## config.mk

```make
export PLATFORM = sky130hd
export DESIGN_NAME = serial_cmp_ctrl_flat
export DESIGN_NICKNAME = d
export VERILOG_FILES = /design/src/rtl/serial_cmp_ctrl_if.sv /design/src/rtl/serial_cmp_ctrl.sv /design/src/flat_wrapper.sv
export SDC_FILE = /design/constraint.sdc
export NUM_CORES = 1
export LEC_CHECK = 0
export BUFFER_PORTS_ARGS = -buffer_cell sky130_fd_sc_hd__clkbuf_2
export CORE_UTILIZATION = 45
export DETAILED_ROUTE_END_ITERATION = 8
export GPL_ROUTABILITY_DRIVEN = 1
export GPL_TIMING_DRIVEN = 0
export HOLD_SLACK_MARGIN = 0.12
export PLACE_DENSITY = 0.73
export SLEW_MARGIN = 20
export SYNTH_ARGS = -nofsm -noshare
export SYNTH_HDL_FRONTEND = slang
export SYNTH_SLANG_ARGS = --single-unit
```

## constraint.sdc

```tcl
create_clock -name clk -period 2.45 [get_ports clk]
set_clock_uncertainty 0.2 [all_clocks]
set_input_delay 0.1225 -clock clk [delete_from_list [all_inputs] [get_ports clk]]
set_output_delay 0.1225 -clock clk [all_outputs]
set_load 0.01 [all_outputs]
```

## src/rtl/serial_cmp_ctrl_if.sv

```systemverilog
// Bundle between a requester, the serial comparison controller and a shared 1-bit
// comparator cell. The controller takes the slave modport; requester and cell take master.
interface serial_cmp_ctrl_if #(
  parameter int WIDTH = 8,
  parameter int CW    = $clog2(WIDTH + 1)
);
  // Handshake: start is sampled only while idle; done pulses one cycle with results
  // already valid, and results hold until the next accepted start or reset.
  logic             start;
  logic [WIDTH-1:0] A;
  logic [WIDTH-1:0] B;
  logic             busy;
  logic             done;
  logic             G;
  logic             L;
  logic             E;
  logic             err;
  logic [CW-1:0]    cycles;
  logic             cmp_a;
  logic             cmp_b;
  logic             g_in;
  logic             l_in;
  logic             e_in;
  logic [1:0]       fsm_state;

  modport slave (
    input  start, A, B, g_in, l_in, e_in,
    output busy, done, G, L, E, err, cycles, cmp_a, cmp_b, fsm_state
  );

  modport master (
    output start, A, B, g_in, l_in, e_in,
    input  busy, done, G, L, E, err, cycles, cmp_a, cmp_b, fsm_state
  );
endinterface

```

## src/rtl/serial_cmp_ctrl.sv

```systemverilog
// MSB-first serial magnitude comparator controller driving one external 1-bit cell,
// exiting on the first differing bit and flagging a non-one-hot cell response.
module serial_cmp_ctrl #(
  parameter int WIDTH = 8,
  parameter int CW    = $clog2(WIDTH + 1)
) (
  input logic              clk,
  input logic              rst,
  serial_cmp_ctrl_if.slave bus
);

  typedef enum logic [1:0] {
    IDLE    = 2'd0,
    COMPARE = 2'd1,
    DONE    = 2'd2
  } state_t;

  state_t           state, state_nxt;
  logic [WIDTH-1:0] a_sh, a_sh_nxt;
  logic [WIDTH-1:0] b_sh, b_sh_nxt;
  logic [CW-1:0]    cnt, cnt_nxt;
  logic             g_q, g_nxt;
  logic             l_q, l_nxt;
  logic             e_q, e_nxt;
  logic             err_q, err_nxt;
  logic [CW-1:0]    cycles_q, cycles_nxt;
  logic             last_bit;

  assign last_bit = (cnt == CW'(WIDTH - 1));

  always_ff @(posedge clk) begin
    if (rst) begin
      state    <= IDLE;
      a_sh     <= '0;
      b_sh     <= '0;
      cnt      <= '0;
      g_q      <= 1'b0;
      l_q      <= 1'b0;
      e_q      <= 1'b0;
      err_q    <= 1'b0;
      cycles_q <= '0;
    end else begin
      state    <= state_nxt;
      a_sh     <= a_sh_nxt;
      b_sh     <= b_sh_nxt;
      cnt      <= cnt_nxt;
      g_q      <= g_nxt;
      l_q      <= l_nxt;
      e_q      <= e_nxt;
      err_q    <= err_nxt;
      cycles_q <= cycles_nxt;
    end
  end

  always_comb begin
    state_nxt  = state;
    a_sh_nxt   = a_sh;
    b_sh_nxt   = b_sh;
    cnt_nxt    = cnt;
    g_nxt      = g_q;
    l_nxt      = l_q;
    e_nxt      = e_q;
    err_nxt    = err_q;
    cycles_nxt = cycles_q;

    case (state)
      IDLE: begin
        if (bus.start) begin
          a_sh_nxt   = bus.A;
          b_sh_nxt   = bus.B;
          cnt_nxt    = '0;
          g_nxt      = 1'b0;
          l_nxt      = 1'b0;
          e_nxt      = 1'b0;
          err_nxt    = 1'b0;
          cycles_nxt = '0;
          state_nxt  = COMPARE;
        end
      end

      COMPARE: begin
        cnt_nxt = cnt + CW'(1);
        case ({bus.g_in, bus.l_in, bus.e_in})
          3'b100: begin
            g_nxt      = 1'b1;
            cycles_nxt = cnt + CW'(1);
            state_nxt  = DONE;
          end
          3'b010: begin
            l_nxt      = 1'b1;
            cycles_nxt = cnt + CW'(1);
            state_nxt  = DONE;
          end
          3'b001: begin
            if (last_bit) begin
              e_nxt      = 1'b1;
              cycles_nxt = CW'(WIDTH);
              state_nxt  = DONE;
            end else begin
              a_sh_nxt = {a_sh[WIDTH-2:0], 1'b0};
              b_sh_nxt = {b_sh[WIDTH-2:0], 1'b0};
            end
          end
          // Zero or several flags: the cell is untrustworthy, so abort with no verdict.
          default: begin
            err_nxt    = 1'b1;
            g_nxt      = 1'b0;
            l_nxt      = 1'b0;
            e_nxt      = 1'b0;
            cycles_nxt = cnt + CW'(1);
            state_nxt  = DONE;
          end
        endcase
      end

      DONE: state_nxt = IDLE;

      default: state_nxt = IDLE;
    endcase
  end

  assign bus.busy      = (state == COMPARE);
  assign bus.done      = (state == DONE);
  assign bus.cmp_a     = (state == COMPARE) ? a_sh[WIDTH-1] : 1'b0;
  assign bus.cmp_b     = (state == COMPARE) ? b_sh[WIDTH-1] : 1'b0;
  assign bus.G         = g_q;
  assign bus.L         = l_q;
  assign bus.E         = e_q;
  assign bus.err       = err_q;
  assign bus.cycles    = cycles_q;
  assign bus.fsm_state = state;

endmodule

```

## src/flat_wrapper.sv

```systemverilog
// flat-port wrapper written by rule: the top's interface ports become plain ports
module serial_cmp_ctrl_flat 
#(
  parameter int WIDTH = 8,
  parameter int CW    = $clog2(WIDTH + 1)
)
  (clk, rst, bus_start, bus_A, bus_B, bus_g_in, bus_l_in, bus_e_in, bus_busy, bus_done, bus_G, bus_L, bus_E, bus_err, bus_cycles, bus_cmp_a, bus_cmp_b, bus_fsm_state);
  serial_cmp_ctrl_if #(.WIDTH(WIDTH), .CW(CW)) bus_i ();
  input logic clk;
  input logic rst;
  input wire logic [$bits(bus_i.start)-1:0] bus_start;
  input wire logic [$bits(bus_i.A)-1:0] bus_A;
  input wire logic [$bits(bus_i.B)-1:0] bus_B;
  input wire logic [$bits(bus_i.g_in)-1:0] bus_g_in;
  input wire logic [$bits(bus_i.l_in)-1:0] bus_l_in;
  input wire logic [$bits(bus_i.e_in)-1:0] bus_e_in;
  output wire logic [$bits(bus_i.busy)-1:0] bus_busy;
  output wire logic [$bits(bus_i.done)-1:0] bus_done;
  output wire logic [$bits(bus_i.G)-1:0] bus_G;
  output wire logic [$bits(bus_i.L)-1:0] bus_L;
  output wire logic [$bits(bus_i.E)-1:0] bus_E;
  output wire logic [$bits(bus_i.err)-1:0] bus_err;
  output wire logic [$bits(bus_i.cycles)-1:0] bus_cycles;
  output wire logic [$bits(bus_i.cmp_a)-1:0] bus_cmp_a;
  output wire logic [$bits(bus_i.cmp_b)-1:0] bus_cmp_b;
  output wire logic [$bits(bus_i.fsm_state)-1:0] bus_fsm_state;
  assign bus_i.start = bus_start;
  assign bus_i.A = bus_A;
  assign bus_i.B = bus_B;
  assign bus_i.g_in = bus_g_in;
  assign bus_i.l_in = bus_l_in;
  assign bus_i.e_in = bus_e_in;
  assign bus_busy = bus_i.busy;
  assign bus_done = bus_i.done;
  assign bus_G = bus_i.G;
  assign bus_L = bus_i.L;
  assign bus_E = bus_i.E;
  assign bus_err = bus_i.err;
  assign bus_cycles = bus_i.cycles;
  assign bus_cmp_a = bus_i.cmp_a;
  assign bus_cmp_b = bus_i.cmp_b;
  assign bus_fsm_state = bus_i.fsm_state;
  serial_cmp_ctrl #(.WIDTH(WIDTH), .CW(CW)) u_core (.clk(clk), .rst(rst), .bus(bus_i));
endmodule
```

==> results.toml <==
[route]
via_per_inst = 5.74
routed-via-count = 1326
dr.pass1.iters = 9
met3_length_um = 155
highest_layer = "met4"
drc = 2
drt_wl_total_mm = 3.39
wl_met2_mm = 1.67
first_iter_violations = 50
ant_nets = 0
wl_met1_mm = 1.52
routedWlPerCell_um = 14.7

[cts]
cts_buffer_depth = 2
cts-root-buf = "clkbuf_4"
clk_latency_ns = 0.33
tritoncts = "built"
path_clk_slew_ns = 0.09
cts-hold-fix-buffers = 22
cts_buffers = 5
postCtsSetupBuffers = 0
cts_num_sinks = 30
post_cts_resized = 0
cts_max_level = 2

[cells_and_area]
drive_gt1_frac = 0.320
post-route-util = 0.660
n_fill_cell = 233
syn_to_final_growth_pct = 34.6
multiInputGateArea_um2 = 709
num_antenna_cells = 0
design_area_um2 = 1880
ff_latch_area_um2 = 601
fin_nets = 222

[grt]
grt_max_degree = 11
grt_pass1_vias = 1332
antenna_found_initial = 0
grt.total_usage = 0.228
grt_overflow = 0
grt_pass1_wl_mm = 5.78

[critical_path]
ff2ff_path_depth = 5
crit_path_start_kind = "input port"
arrival_ns = 2.13
worstPathMaxFanout = 10
critPathSlowestCell = "dlygate4sd3_1"
r2r_end = "u_core.a_sh[6]"
worst_setup_path_end_kind = "register"
cp_cell_sequence = "dlygate4sd3_1, clkbuf_2, nor3b_1, nand3_1, buf_2, o221a_2"
r2r-start = "u_core.bus.fsm_state[1]"
reg2reg_slack_ns = 0.37
cp.required_ns = 2.47
slowest_delay_ns = 0.53
path_class = "in -> reg"

[floorplanning]
initial_core_util = 0.490
coreArea_um2 = 2850
die_h_um = 57.8
io-pin-count = 36
die_w_um = 57.8
rows = 19
dieArea_um2 = 3340

[status]
status = "finished with violations"
violations = "design-rule violations"

[timing]
hold_violations = 0
fin_setup_tns_ns = 0
relSlewSlack = 0.676
period_share = 0.860
fin_crit_ns = 2.11
setup_viol = 0
max_slew.worst_pin.slew_ns = 0.486
fmax_mhz = 475
rsz0062_at_grt = "no"
slew_viol_final = 0

[pwr]
totalPowerFinal_mw = 1.05
powerDensity_nw_per_um2 = 556
p_leak_nw = 0.813
ir_worst_vdd_mv = 0.389

[synth]
synth_area_leaders = "dfxtp_1 43%, o221a_2 12%, o21a_1 8.1%"
ys_seq_area_frac = 0.429
syn_inst = 137
ys_warn_count = 0
synth_seq_cells = 30
ys_types = 38
synthTopCellsByCount = "30 x dfxtp_1, 15 x o21a_1, 15 x o221a_2"
yosysMostFrequentCell = "dfxtp_1"
synth_area_leader_cell = "dfxtp_1"
syn_area_per_cell_um2 = 10.2
synth_fp_nets = 160
async_flop_share = 0
netlist_area_um2 = 1400
synth-edff-count = 0
synth.top_cell.area_share = 0.429
synthFlopType = "dfxtp_1"

[placed_design]
place_congestion = 0.727
port_buffers = 33
post-dp-hpwl_mm = 2.33
place_area_um2 = 1600

[worst_hold_path]
hold_path_class = "reg -> reg"
hp-start = "u_core.bus.err"
worstHoldPathCells = 1
hold-path-endpoint = "u_core.bus.err"

[flow_run]
cap_violations = 0
[state kept, by name, summed over array words and instances, names as in the netlist]
signal                flops
u_core.bus.G              1
u_core.bus.L              1
u_core.b_sh               8
u_core.cnt                4
u_core.bus.cycles         4
u_core.a_sh               8
u_core.bus.fsm_state      2
u_core.bus.err            1
u_core.bus.E              1
[layout make-up]
cell class / instances / share of cell area
Buffer: 10 / 0.0312
Clock buffer: 7 / 0.0292
Clock inverter: 1 / 0.00266
Inverter: 8 / 0.0159
Multi-Input combinational cell: 89 / 0.377
Sequential cell: 30 / 0.319
Tap cell: 31 / 0.0206
Timing Repair Buffer: 55 / 0.205
[cells by family after synthesis]
| logic type | share of synthesized area |
|---|---|
| compound gates | 0.337 |
| xor+xnor | 0.0313 |
| fa+ha+maj | 0.00894 |
| buf+inv | 0.0635 |
| flops | 0.429 |
| mux | 0.00716 |
| simple gates | 0.123 |
[stage by stage]
step / hold slack [ns] / setup WS (ns) / std cells
final: 0.276 / 0.343 / 231
after global routing: 0.321 / 0.207 / 231
after CTS: 0.285 / 0.376 / 231
after detailed placement: 0.178 / 0.411 / 201
after global placement: 0.172 / 0.464 / 201
after floorplan: 0.0766 / 0.644 / 137
[layout by cell type (no fill, tap or decap), types with 2 or more instances in the layout]
cell           count
and3_1             2
dfxtp_1           30
and2_1             2
buf_6              2
nand3_1            5
clkbuf_2          33
xnor2_1            3
nor2_1             3
o21ai_0            2
nor2b_1            2
clkbuf_4           5
inv_1              7
o21a_1            15
a211oi_1           2
a31oi_1            3
a21oi_1            3
o211a_1            3
a32o_1             2
clkbuf_1           6
o221a_2           15
buf_2              2
nand2_1            4
o32ai_1            4
nand2b_1           2
xor2_1             2
dlygate4sd3_1     22
nor3b_1            3
[routing by layer]
layer,vias to the layer above,track usage
li1,651,-
met2,32,0.415
met4,0,0.0714
met5,-,0
met3,6,0.0625
met1,637,0.260
[worst max path at each step]
stage | start | to | slack, ns | cells past startpoint
6_report | bus_g_in | u_core.a_sh[6] | 0.34 | 6
5_1_grt | bus_g_in | u_core.a_sh[2] | 0.21 | 6
4_1_cts | bus_g_in | u_core.a_sh[6] | 0.38 | 6
3_5_place_dp | u_core.bus.fsm_state[1] | u_core.a_sh[4] | 0.41 | 5
3_3_place_gp | u_core.bus.fsm_state[1] | u_core.a_sh[5] | 0.46 | 5
2_1_floorplan | u_core.bus.fsm_state[1] | u_core.a_sh[1] | 0.64 | 5
[power by group]
group          internal (mW)  switching, mW  total (mW)
clock network          0.139          0.163       0.302
registers              0.523         0.0226       0.546
logic                  0.107         0.0921       0.199
total                  0.769          0.278        1.05
[worst max-delay path, delay by kind of cell]
kind,cells,cell delay (ns)
simple gates,2,0.74
buf+inv,3,0.98
compound gates,1,0.28
Power figures use the tool's default switching activity.
